## src/rtl/gradient_ci_pkg.sv

```systemverilog
// Shared definitions for the gradient custom-instruction master: FSM encoding
// and the bit positions of the per-quad flags returned in ci_result.
package gradient_ci_pkg;

    typedef enum logic [2:0] {
        IDLE   = 3'd0,
        FETCH  = 3'd1,
        ISSUE  = 3'd2,
        WAIT   = 3'd3,
        FINISH = 3'd4
    } state_t;

    localparam int DX_BIT = 0;
    localparam int DY_BIT = 1;

    // Adds a single flag bit to a 16-bit tally.
    function automatic logic [15:0] add_flag(input logic [15:0] tally, input logic flag);
        return tally + {15'd0, flag};
    endfunction

endpackage

```

## src/rtl/gradient_ci_master_watchdog.sv

```systemverilog
// Wait-cycle watchdog for an outstanding custom instruction. It only exists in
// builds with GRADIENT_CI_TIMEOUT_EN defined, the only builds that instantiate it.
`ifdef GRADIENT_CI_TIMEOUT_EN
module ci_watchdog (
    input  logic        clock,
    input  logic        reset,
    input  logic        arm,
    input  logic        clear,
    input  logic [15:0] limit,
    output logic        expired
);

    logic [15:0] count;

    always_ff @(posedge clock or posedge reset) begin
        if (reset) begin
            count <= 16'd0;
        end else if (clear) begin
            count <= 16'd0;
        end else if (arm) begin
            count <= count + 16'd1;
        end
    end

    // Flags the last armed cycle of the window, so the owner can leave on the next edge.
    assign expired = arm && ((count + 16'd1) >= limit);

endmodule
`endif

```

## src/rtl/gradient_ci_master.sv

```systemverilog
// Streams pixel quads through a custom instruction and tallies the returned
// horizontal/vertical gradient flags. Optional watchdog: GRADIENT_CI_TIMEOUT_EN.
import gradient_ci_pkg::*;

module gradient_ci_master #(
    parameter logic [7:0] customInstructionId = 8'd0,
    parameter int         TIMEOUT_CYCLES      = 16
) (
    input  logic        clock,
    input  logic        reset,
    input  logic        cmd_start,
    input  logic [15:0] cmd_count,
    input  logic        quad_valid,
    input  logic [31:0] quad_data,
    output logic        quad_ready,
    output logic        ci_start,
    output logic [7:0]  ci_n,
    output logic [31:0] ci_value_a,
    output logic [31:0] ci_value_b,
    input  logic        ci_done,
    input  logic [31:0] ci_result,
    output logic        busy,
    output logic        done,
    output logic        error,
    output logic [15:0] dx_count,
    output logic [15:0] dy_count,
    output logic [2:0]  dbg_state
);

    // Quad handshake: a quad transfers on a rising edge where quad_valid and
    // quad_ready are both high; quad_ready is high only in FETCH. CI handshake:
    // ci_start pulses once per operation, ci_done completes it (even in the
    // ci_start cycle) and operands stay frozen until then.

    localparam logic [15:0] TIMEOUT_LIMIT = 16'(TIMEOUT_CYCLES);

    state_t      state;
    logic [15:0] count_q;
    logic [15:0] index;
    logic [15:0] next_index;
    logic        wd_expired;
    logic        unused_result_bits;

    assign next_index         = index + 16'd1;
    assign dbg_state          = state;
    assign unused_result_bits = ^ci_result[31:2];

`ifdef GRADIENT_CI_TIMEOUT_EN
    logic wd_arm;
    logic wd_clear;

    assign wd_arm   = (state == ISSUE) || (state == WAIT);
    assign wd_clear = (state == FETCH);

    ci_watchdog u_watchdog (
        .clock   (clock),
        .reset   (reset),
        .arm     (wd_arm),
        .clear   (wd_clear),
        .limit   (TIMEOUT_LIMIT),
        .expired (wd_expired)
    );
`else
    logic unused_timeout_cfg;

    assign wd_expired         = 1'b0;
    assign unused_timeout_cfg = ^TIMEOUT_LIMIT;
`endif

    always_ff @(posedge clock or posedge reset) begin
        if (reset) begin
            state      <= IDLE;
            count_q    <= 16'd0;
            index      <= 16'd0;
            quad_ready <= 1'b0;
            ci_start   <= 1'b0;
            ci_n       <= 8'd0;
            ci_value_a <= 32'd0;
            ci_value_b <= 32'd0;
            busy       <= 1'b0;
            done       <= 1'b0;
            error      <= 1'b0;
            dx_count   <= 16'd0;
            dy_count   <= 16'd0;
        end else begin
            ci_start <= 1'b0;
            done     <= 1'b0;
            case (state)
                IDLE: begin
                    if (cmd_start) begin
                        count_q  <= cmd_count;
                        index    <= 16'd0;
                        dx_count <= 16'd0;
                        dy_count <= 16'd0;
                        error    <= 1'b0;
                        busy     <= 1'b1;
                        if (cmd_count == 16'd0) begin
                            state <= FINISH;
                            done  <= 1'b1;
                        end else begin
                            state      <= FETCH;
                            quad_ready <= 1'b1;
                        end
                    end
                end

                FETCH: begin
                    if (quad_valid && quad_ready) begin
                        ci_value_a <= quad_data;
                        ci_value_b <= {16'd0, index};
                        ci_n       <= customInstructionId;
                        ci_start   <= 1'b1;
                        quad_ready <= 1'b0;
                        state      <= ISSUE;
                    end
                end

                ISSUE, WAIT: begin
                    if (ci_done) begin
                        dx_count <= add_flag(dx_count, ci_result[DX_BIT]);
                        dy_count <= add_flag(dy_count, ci_result[DY_BIT]);
                        index    <= next_index;
                        if (next_index == count_q) begin
                            state      <= FINISH;
                            done       <= 1'b1;
                            ci_n       <= 8'd0;
                            ci_value_a <= 32'd0;
                            ci_value_b <= 32'd0;
                        end else begin
                            state      <= FETCH;
                            quad_ready <= 1'b1;
                        end
                    end else if (wd_expired) begin
                        // Abandon the silent CI but keep the tallies gathered so far.
                        error      <= 1'b1;
                        state      <= FINISH;
                        done       <= 1'b1;
                        ci_n       <= 8'd0;
                        ci_value_a <= 32'd0;
                        ci_value_b <= 32'd0;
                    end else begin
                        state <= WAIT;
                    end
                end

                FINISH: begin
                    state <= IDLE;
                    busy  <= 1'b0;
                end

                default: begin
                    state      <= IDLE;
                    busy       <= 1'b0;
                    quad_ready <= 1'b0;
                end
            endcase
        end
    end

endmodule

```

## config.mk

```make
export PLATFORM = sky130hd
export DESIGN_NAME = gradient_ci_master
export DESIGN_NICKNAME = d
export VERILOG_FILES = /design/src/rtl/gradient_ci_pkg.sv /design/src/rtl/gradient_ci_master_watchdog.sv /design/src/rtl/gradient_ci_master.sv
export SDC_FILE = /design/constraint.sdc
export NUM_CORES = 1
export LEC_CHECK = 0
export CORE_MARGIN = 3
export CORE_UTILIZATION = 51
export DETAILED_ROUTE_END_ITERATION = 8
export MAX_ROUTING_LAYER = met4
export PLACE_DENSITY_LB_ADDON = 0.25
export SLEW_MARGIN = 5
export SYNTH_ARGS = -nofsm -noshare
export SYNTH_HDL_FRONTEND = slang
export SYNTH_SLANG_ARGS = --single-unit
```

## constraint.sdc

```tcl
create_clock -name clock -period 6.7 [get_ports clock]
set_input_delay 1.005 -clock clock [delete_from_list [all_inputs] [get_ports clock]]
set_output_delay 1.005 -clock clock [all_outputs]
set_load 0.02 [all_outputs]
```

=== After elaboration in Yosys (flattened, before gate mapping) ===
Index checks and enable logic that the tools add are counted.

* Register bits: 143
* Output and inout bits: 112

* Muxes and demuxes: 38
* $add $sub $neg: 3
* Bitwise operators: 2
* Reductions and logical operators: 13
* Equal/unequal tests: 11

{| class="wikitable"
|+ Operators by type and width
! cell !! count
|-
| 32-bit two-way mux || 4
|-
| 32-bit case mux with 2 select lines || 2
|-
| 16-bit case mux with 2 select lines || 3
|-
| 16-bit two-way mux || 4
|-
| 16-bit by 1-bit adder with 16-bit output || 2
|-
| 8-bit two-way mux || 3
|-
| 16-bit by 1-bit adder with 16-bit output (second input constant) || 1
|-
| 16-bit equality test || 1
|-
| 16-bit zero test || 1
|-
| 8-bit case mux with 2 select lines || 1
|-
| 3-bit two-way mux || 5
|-
| 1-bit two-way mux || 12
|-
| 2-bit inequality test (second input constant) || 6
|-
| 3-bit case mux with 3 select lines || 1
|-
| 3-bit by 2-bit equality test with 1-bit output (second input constant) || 2
|-
| 2-bit AND reduction || 3
|-
| 6-bit AND reduction || 1
|-
| 1-bit case mux with 2 select lines || 2
|-
| 1-bit case mux with 4 select lines || 1
|-
| 4-bit AND reduction || 1
|-
| 2-bit nonzero test || 2
|-
| 3-bit by 1-bit equality test with 1-bit output (second input constant) || 1
|-
| 3-bit equality test (second input constant) || 1
|-
| 3-bit zero test || 1
|-
| 5 further kinds || 6
|}

=== Logic depth before layout (Yosys ltp) ===
Gate-level depths: netlist of run 1.

* Depth after elaboration: 5
* Depth in mapped cells: 11
* Depth with buffers taken out: 7

=== Worst setup path after synthesis of run 1 ===
Ideal clock, no wire load.

* Path type: input port to flip-flop
* Start: in cmd_start
* End: reg ci_value_a[3]
* Arrival: 2.520 ns
* Cell stages on the path: 7
* Path buffers: 2
* Slack: 4.051 ns
* Data required time: 6.572 ns
* Library setup time: 0.128 ns
* Path through: or3b_1 -> clkbuf_1 -> a21oi_1 -> nand2_1 -> nor3_2 -> buf_2 -> a21oi_2

{| class="wikitable"
|+ RTL lines
! element !! line !! RTL
|-
| start, declared || gradient_ci_master.sv:11 || <nowiki>input logic cmd_start,</nowiki>
|-
| end signal, assigned || gradient_ci_master.sv:109 || <nowiki>ci_value_a <= quad_data;</nowiki>
|-
| end, declared || gradient_ci_master.sv:18 || <nowiki>output logic [31:0] ci_value_a,</nowiki>
|}

=== Final worst setup path of run 1 ===
* Start: reg index[0]
* End: reg quad_ready

* Longest elaborated chain between the ends: 4

{| class="wikitable"
|+ Ends and longest elaborated chain
! element !! line !! RTL
|-
| start, declared || gradient_ci_master.sv:39 || <nowiki>logic [15:0] index;</nowiki>
|-
| start signal, assigned || gradient_ci_master.sv:122 || <nowiki>index <= next_index;</nowiki>
|-
| 16-bit by 1-bit adder with 16-bit output || gradient_ci_master.sv:44 || <nowiki>assign next_index = index + 16'd1;</nowiki>
|-
| 16-bit equality test || gradient_ci_master.sv:123 || <nowiki>if (next_index == count_q) begin</nowiki>
|-
| 2-bit inequality test (no line) || - ||
|-
| 6-bit AND reduction (no line) || - ||
|-
| end signal, assigned || gradient_ci_master.sv:75 || <nowiki>quad_ready <= 1'b0;</nowiki>
|-
| end signal, assigned || gradient_ci_master.sv:113 || <nowiki>quad_ready <= 1'b0;</nowiki>
|-
| end signal, assigned || gradient_ci_master.sv:131 || <nowiki>quad_ready <= 1'b1;</nowiki>
|-
| end, declared || gradient_ci_master.sv:15 || <nowiki>output logic quad_ready,</nowiki>
|}

Every way passes these cells.
A chain may end at the register's enable or synchronous reset.

==> impl_metrics.py, run 1 <==
metrics = {
    "placed_design": {
        "numPortBuffers": 141,
        "dp_hpwl_um": 10500,
        "gp_congestion": 0.938,
    },
    "floorplan": {
        "die_h_um": 116,
        "die_w_um": 116,
        "die-area_mm2": 0.0135,
        "rows": 39,
        "io_pins": 197,
        "core_region_area_mm2": 0.0117,
        "floorplan.initialDensity": 0.532,
    },
    "drt": {
        "drc_errors": 0,
        "drtAntennaViolNets": 0,
        "drt-pass1-iter-count": 5,
        "wl_per_cell_um": 17.5,
        "wirelength_um": 15500,
        "vias": 5026,
        "drt_iter0_drc": 435,
        "vias_per_cell": 5.69,
    },
    "clocking": {
        "cts_max_level": 4,
        "cts_setup_buffers": 0,
        "cts_root_buf": "clkbuf_16",
        "insertion_delay_ps": 410,
        "clk_path_buf_depth": 2,
        "cts_tree": "built",
        "numCtsBuffers": 17,
        "cts_resized": 0,
        "clkTransAtPathRegs_ps": 50,
        "cts.sinks": 119,
        "cts_hold_buf": 0,
    },
    "yosys": {
        "syn_inst": 607,
        "synth_edf_count": 0,
        "synth_xor_area_frac": 0.0589,
        "synth_common_cells": "dfrtp_1 (119), mux2i_1 (50), a21oi_1 (48), nand2_1 (47), nor2_1 (38)",
        "synth_top_family_by_area": "simple AND/OR/NAND/NOR gates",
        "synthSimpleGateAreaFrac": 0.152,
        "synth.most_common_cell": "dfrtp_1",
        "async_flop_share": 1.00,
        "ys.flop_type": "dfrtp_1",
        "synth_area_mm2": 0.00621,
        "yosysSeqAreaShare": 0.480,
        "postSynthAreaPerCell_um2": 10.2,
        "synth_cell_types": 60,
        "synth_compound_area_frac": 0.120,
        "synth_top_area_frac": 0.480,
        "yosysTopAreaCell": "dfrtp_1",
        "ys_warn_count": 0,
        "synth_top_cells_by_area": "dfrtp_1 (48%), mux2i_1 (8.1%), a21oi_1 (3.9%), buf_4 (3.3%), xor2_1 (3.0%)",
        "synth_seq_cells": 119,
        "synth_fa_ha_area_frac": 0.0101,
        "synthMuxAreaShare": 0.108,
    },
    "pwr": {
        "ir_worst_vdd_mv": 0.234,
        "switchingPower_mw": 1.04,
        "p_int_mw": 1.99,
        "clkPwrFrac": 0.301,
        "p_comb_frac": 0.354,
        "power.density_mw_per_mm2": 372,
        "cellLeakagePower_nw": 3.41,
        "seqPwrFrac": 0.345,
        "p_sw_frac": 0.342,
    },
    "global_routing": {
        "grt_start_max_net_pins": 63,
        "grt_use_total": 0.241,
        "grt_first_pass_wirelength_um": 25000,
        "grt-ovfl-total": 0,
        "grt_antenna_before_repair": 0,
        "grt_pass1_vias": 4868,
    },
    "timing": {
        "setup_violations": 0,
        "timing_hold_violations_final": 0,
        "max_freq_ghz": 0.292,
        "whs_ps": 525,
        "fin_crit_sh": 0.511,
        "slew-limit-headroom": 0.240,
        "max_slew.worst_pin.slew_ps": 1140,
        "drv_slew": 0,
        "final.min_clock_period_ps": 3420,
        "finClkSkew_ps": 7.21,
        "rsz0062_at_grt": "false",
        "setup_tns_ps": 0,
    },
    "run_status": {
        "status": "complete, no violations",
    },
    "min_path": {
        "hold_class": "register to register",
    },
    "worst_setup_path": {
        "arrival_ps": 3660,
        "cp_data_required_time_ps": 6930,
        "crit_type": "register to register",
        "setup.worst_path.end_class": "register",
        "crit_fanout": 49,
        "cp-start-kind": "register",
        "r2r_slack_ps": 3280,
    },
    "run": {
        "cap_violations": 0,
    },
    "final_layout": {
        "finalNetCount": 819,
        "drive_gt1_frac": 0.0972,
        "area_growth_pct": 31.0,
        "antennaDiodeCount": 0,
    },
}
[power by group through the flow]
stage | combinational (mW) | clock (mW) | sequential (mW)
final | 1.07 | 0.911 | 1.04
after global routing | 1.17 | 0.953 | 1.07
after CTS | 1.08 | 0.922 | 1.05
after detailed placement | 1.07 | 0 | 1.05
after global placement | 1.04 | 0 | 1.05
after floorplan | 0.545 | 0 | 1.16
[per-layer routing]
layer  vias to the layer above  wire [um]  part of all wire  global-route usage
met4                         0        201             0.013              0.0704
met3                        19        862             0.056              0.0477
li1                       2344          -                 -                   -
met1                      2479       6750              0.44               0.318
met5                         -          0                 0                   -
met2                       184       7700              0.50               0.381
[per-stage QoR]
| step | util | worst slack, ps | instance area (um^2) | instances | power (mW) |
|---|---|---|---|---|---|
| after floorplan | - | 2540 | 6300 | 631 | 1.70 |
| after CTS | 0.697 | 3320 | 8130 | 884 | 3.05 |
| after global placement | 0.647 | 3020 | 7540 | 853 | 2.09 |
| after detailed placement | 0.647 | 3020 | 7540 | 853 | 2.13 |
| final | 0.697 | 3280 | 8130 | 884 | 3.03 |
| after global routing | 0.697 | 2940 | 8130 | 884 | 3.19 |
[worst max-delay path, cell delays in order, from the launching register on]
cell	delay (ps)
dfrtp_1	590
ha_1	400
nand4_1	240
nor3_2	460
o211ai_1	190
nor4_2	170
and4_2	990
a41oi_1	210
[worst paths after layout]
check | start | end | cells past startpoint
worst max-delay path | index[0]$_DFFE_PP0P_ | quad_ready$_DFFE_PP0P_ | 7
worst min-delay path | dy_count[0]$_DFFE_PP0P_ | dy_count[0]$_DFFE_PP0P_ | 2
worst max register to register | index[0]$_DFFE_PP0P_ | quad_ready$_DFFE_PP0P_ | 7
worst min register to register | dy_count[0]$_DFFE_PP0P_ | dy_count[0]$_DFFE_PP0P_ | 2
max in group asynchronous | reset | busy$_DFFE_PP0P_ | 3
min in group asynchronous | reset | ci_value_a[9]$_DFFE_PP0P_ | 2
[kinds of logic (layout without fill, tap and decap cells)]
family / Yosys count / after routing
buffers and inverters: 76 / 186
other: 1 / 25
flip-flops: 119 / 119
multiplexers: 65 / 65
adder cells (fa/ha/maj): 5 / 5
AO/OA/AOI/OAI: 121 / 121
AND/OR/NAND/NOR: 180 / 180
XOR/XNOR: 40 / 40
[state kept, by name, summed over array words and instances (netlist names), 3 cells and up]
| name | flops |
|---|---|
| dy_count | 16 |
| ci_value_b | 16 |
| index | 16 |
| count_q | 16 |
| dx_count | 16 |
| ci_value_a | 32 |
| dbg_state | 3 |
[final cells by class]
type / count / area (um^2)
timing repair buffer: 146 / 1450
clock inverter: 9 / 125
sequential: 119 / 2980
inverter: 9 / 36.3
tap: 143 / 179
fill: 859 / 3530
multi-input combinational: 436 / 2900
clock buffer: 22 / 464
[placed cells by master, fill, tap and decap left out, types with 18 or more instances in the layout]
cell type,count
nand3_1,22
mux2i_1,50
dfrtp_1,119
xor2_1,21
conb_1,25
a21oi_1,48
nor2_1,37
nand2_1,47
xnor2_1,18
clkdlybuf4s50_1,141
o21ai_0,30
No activity file was read; power rests on OpenSTA's default activity.
==> run 2: changes to the inputs <==
--- a/config.mk
+++ b/config.mk
@@ -6,7 +6,7 @@
 export NUM_CORES = 1
 export LEC_CHECK = 0
 export CORE_MARGIN = 3
-export CORE_UTILIZATION = 51
+export CORE_UTILIZATION = 47
 export DETAILED_ROUTE_END_ITERATION = 8
 export MAX_ROUTING_LAYER = met4
 export PLACE_DENSITY_LB_ADDON = 0.25
==> constraint.sdc (replaced) <==
create_clock -name clock -period 3.2 [get_ports clock]
set_input_delay 0.48 -clock clock [delete_from_list [all_inputs] [get_ports clock]]
set_output_delay 0.48 -clock clock [all_outputs]
set_load 0.02 [all_outputs]
==> run 2 against run 1 <==
Combinational power increased by 120%; sequential share of layout area is 0.89 points lower; setup slack worse by 2700 ps; total power up 120%; die area grew 8.1%; cell count up 4.5%; clock skew hardly changed; global-route usage down 1.2 points; largest cell class unchanged.
==> impl_metrics.py, run 2 (synthesis gave the netlist of run 1 again) <==
metrics = {
    "timing": {
        "final.min_clock_period_ps": 2640,
        "setup_violations": 0,
        "max_slew.worst_pin.slew_ps": 634,
        "timing_hold_violations_final": 0,
        "rsz0062_at_grt": "false",
        "fin_crit_sh": 0.824,
        "finClkSkew_ps": 7.66,
        "drv_slew": 0,
        "slew-limit-headroom": 0.578,
        "max_freq_ghz": 0.379,
        "setup_tns_ps": 0,
    },
    "clocking": {
        "clk_path_buf_depth": 2,
        "numCtsBuffers": 17,
        "cts_resized": 0,
        "cts.sinks": 119,
        "cts_max_level": 4,
        "cts_root_buf": "clkbuf_16",
        "insertion_delay_ps": 410,
        "cts_hold_buf": 0,
        "cts_setup_buffers": 0,
        "cts_tree": "built",
        "clkTransAtPathRegs_ps": 60,
    },
    "final_layout": {
        "regMostFlops": "ci_value_a",
        "antennaDiodeCount": 0,
        "fillerInstances": 969,
        "multi_input_area_mm2": 0.00290,
        "largest_register_ff_count": 32,
        "final_cell_mix": "clkdlybuf4s50_1 (141), dfrtp_1 (119), mux2i_1 (50), a21oi_1 (48), nand2_1 (47)",
        "area_growth_pct": 34.3,
        "drive_gt1_frac": 0.114,
        "final_cell_area_mm2": 0.00833,
        "layout_commonest_cell": "clkdlybuf4s50_1",
        "finalNetCount": 829,
        "regArea_mm2": 0.00298,
    },
    "worst_setup_path": {
        "crit_fanout": 49,
        "critPathMaxStageDelay_ps": 560,
        "arrival_ps": 2900,
        "cp-start-kind": "register",
        "crit_type": "register to register",
        "cp_data_required_time_ps": 3460,
        "path_cells": "nand3_2, nor4_4, nor3b_1, nor4_2, and4_2, buf_12, a41oi_1",
        "slowest_stage": "dfrtp_1",
        "setup.worst_path.end_class": "register",
    },
    "global_routing": {
        "grt_pass1_vias": 5026,
        "grt_start_max_net_pins": 120,
        "grt_antenna_before_repair": 0,
        "grt-ovfl-total": 0,
        "grt_use_total": 0.229,
        "grt_first_pass_wirelength_um": 25900,
    },
    "floorplan": {
        "die-area_mm2": 0.0146,
        "floorplan.initialDensity": 0.486,
        "rows": 41,
        "die_w_um": 121,
        "die_h_um": 121,
        "io_pins": 197,
        "core_region_area_mm2": 0.0128,
    },
    "drt": {
        "drtAntennaViolNets": 0,
        "drt_iter0_drc": 320,
        "vias": 5067,
        "wl_per_cell_um": 16.8,
        "wirelength_um": 15500,
        "vias_per_cell": 5.48,
        "drt-pass1-iter-count": 5,
        "drc_errors": 0,
    },
    "placed_design": {
        "numPortBuffers": 141,
        "place_area_mm2": 0.00769,
        "dp_hpwl_um": 10800,
        "gp_congestion": 0.892,
    },
    "pwr": {
        "ir_worst_vdd_mv": 0.352,
        "cellLeakagePower_nw": 3.48,
        "power.density_mw_per_mm2": 782,
    },
    "run": {
        "cap_violations": 0,
    },
    "min_path": {
        "hold_class": "register to register",
    },
    "run_status": {
        "status": "complete, no violations",
    },
}
## run 2: power breakdown
| part | leakage (nW) | switching [mW] | internal (mW) |
|---|---|---|---|
| Clock | 0.304 | 0.678 | 1.36 |
| Sequential | 1.55 | 0.290 | 1.88 |
| Combinational | 1.63 | 1.22 | 1.09 |
| Total | 3.48 | 2.19 | 4.33 |
## run 2: metal layers
metal  up-vias  wire (um)  share of wire  global-route usage
li1       2363          -              -                   -
met1      2477       6560           0.42               0.289
met2       188       7750           0.50               0.359
met3        39        802          0.052              0.0476
met4         0        412          0.027              0.0999
met5         -          0              0                   -
## run 2: final timing paths
kind	slack (ps)	from	cells after the start	endpoint
worst min register to register	520	dy_count[0]$_DFFE_PP0P_	2	dy_count[0]$_DFFE_PP0P_
worst max register to register	560	index[2]$_DFFE_PP0P_	7	quad_ready$_DFFE_PP0P_
max in group asynchronous	2130	reset	3	ci_value_b[9]$_DFFE_PP0P_
worst min-delay path	520	dy_count[0]$_DFFE_PP0P_	2	dy_count[0]$_DFFE_PP0P_
min in group asynchronous	600	reset	3	count_q[5]$_DFFE_PP0P_
worst max-delay path	560	index[2]$_DFFE_PP0P_	7	quad_ready$_DFFE_PP0P_
## run 2: layout make-up
cell class,count,area share
sequential,119,0.357
multi-input combinational,436,0.348
timing repair buffer,156,0.187
clock buffer,20,0.0560
tap,172,0.0258
clock inverter,12,0.0209
inverter,9,0.00450
## run 2: through the flow
| stage | hold slack [ps] | cells | util | setup WS (ps) | power [mW] |
|---|---|---|---|---|---|
| after global routing | 549 | 924 | 0.652 | 313 | 6.88 |
| after global placement | 508 | 892 | 0.602 | 358 | 4.43 |
| after detailed placement | 511 | 892 | 0.602 | 291 | 4.51 |
| final | 522 | 924 | 0.652 | 563 | 6.52 |
| after CTS | 523 | 924 | 0.652 | 554 | 6.57 |
| after floorplan | 496 | 631 | - | 864 | 3.57 |
## run 2: worst max-delay path, delay by kind of cell (launching register included)
family | cells | cell delay, ps
and+or+nand+nor | 5 | 1520
DFF | 1 | 560
buffers and inverters | 1 | 240
AOI/OAI and AO/OA | 1 | 150
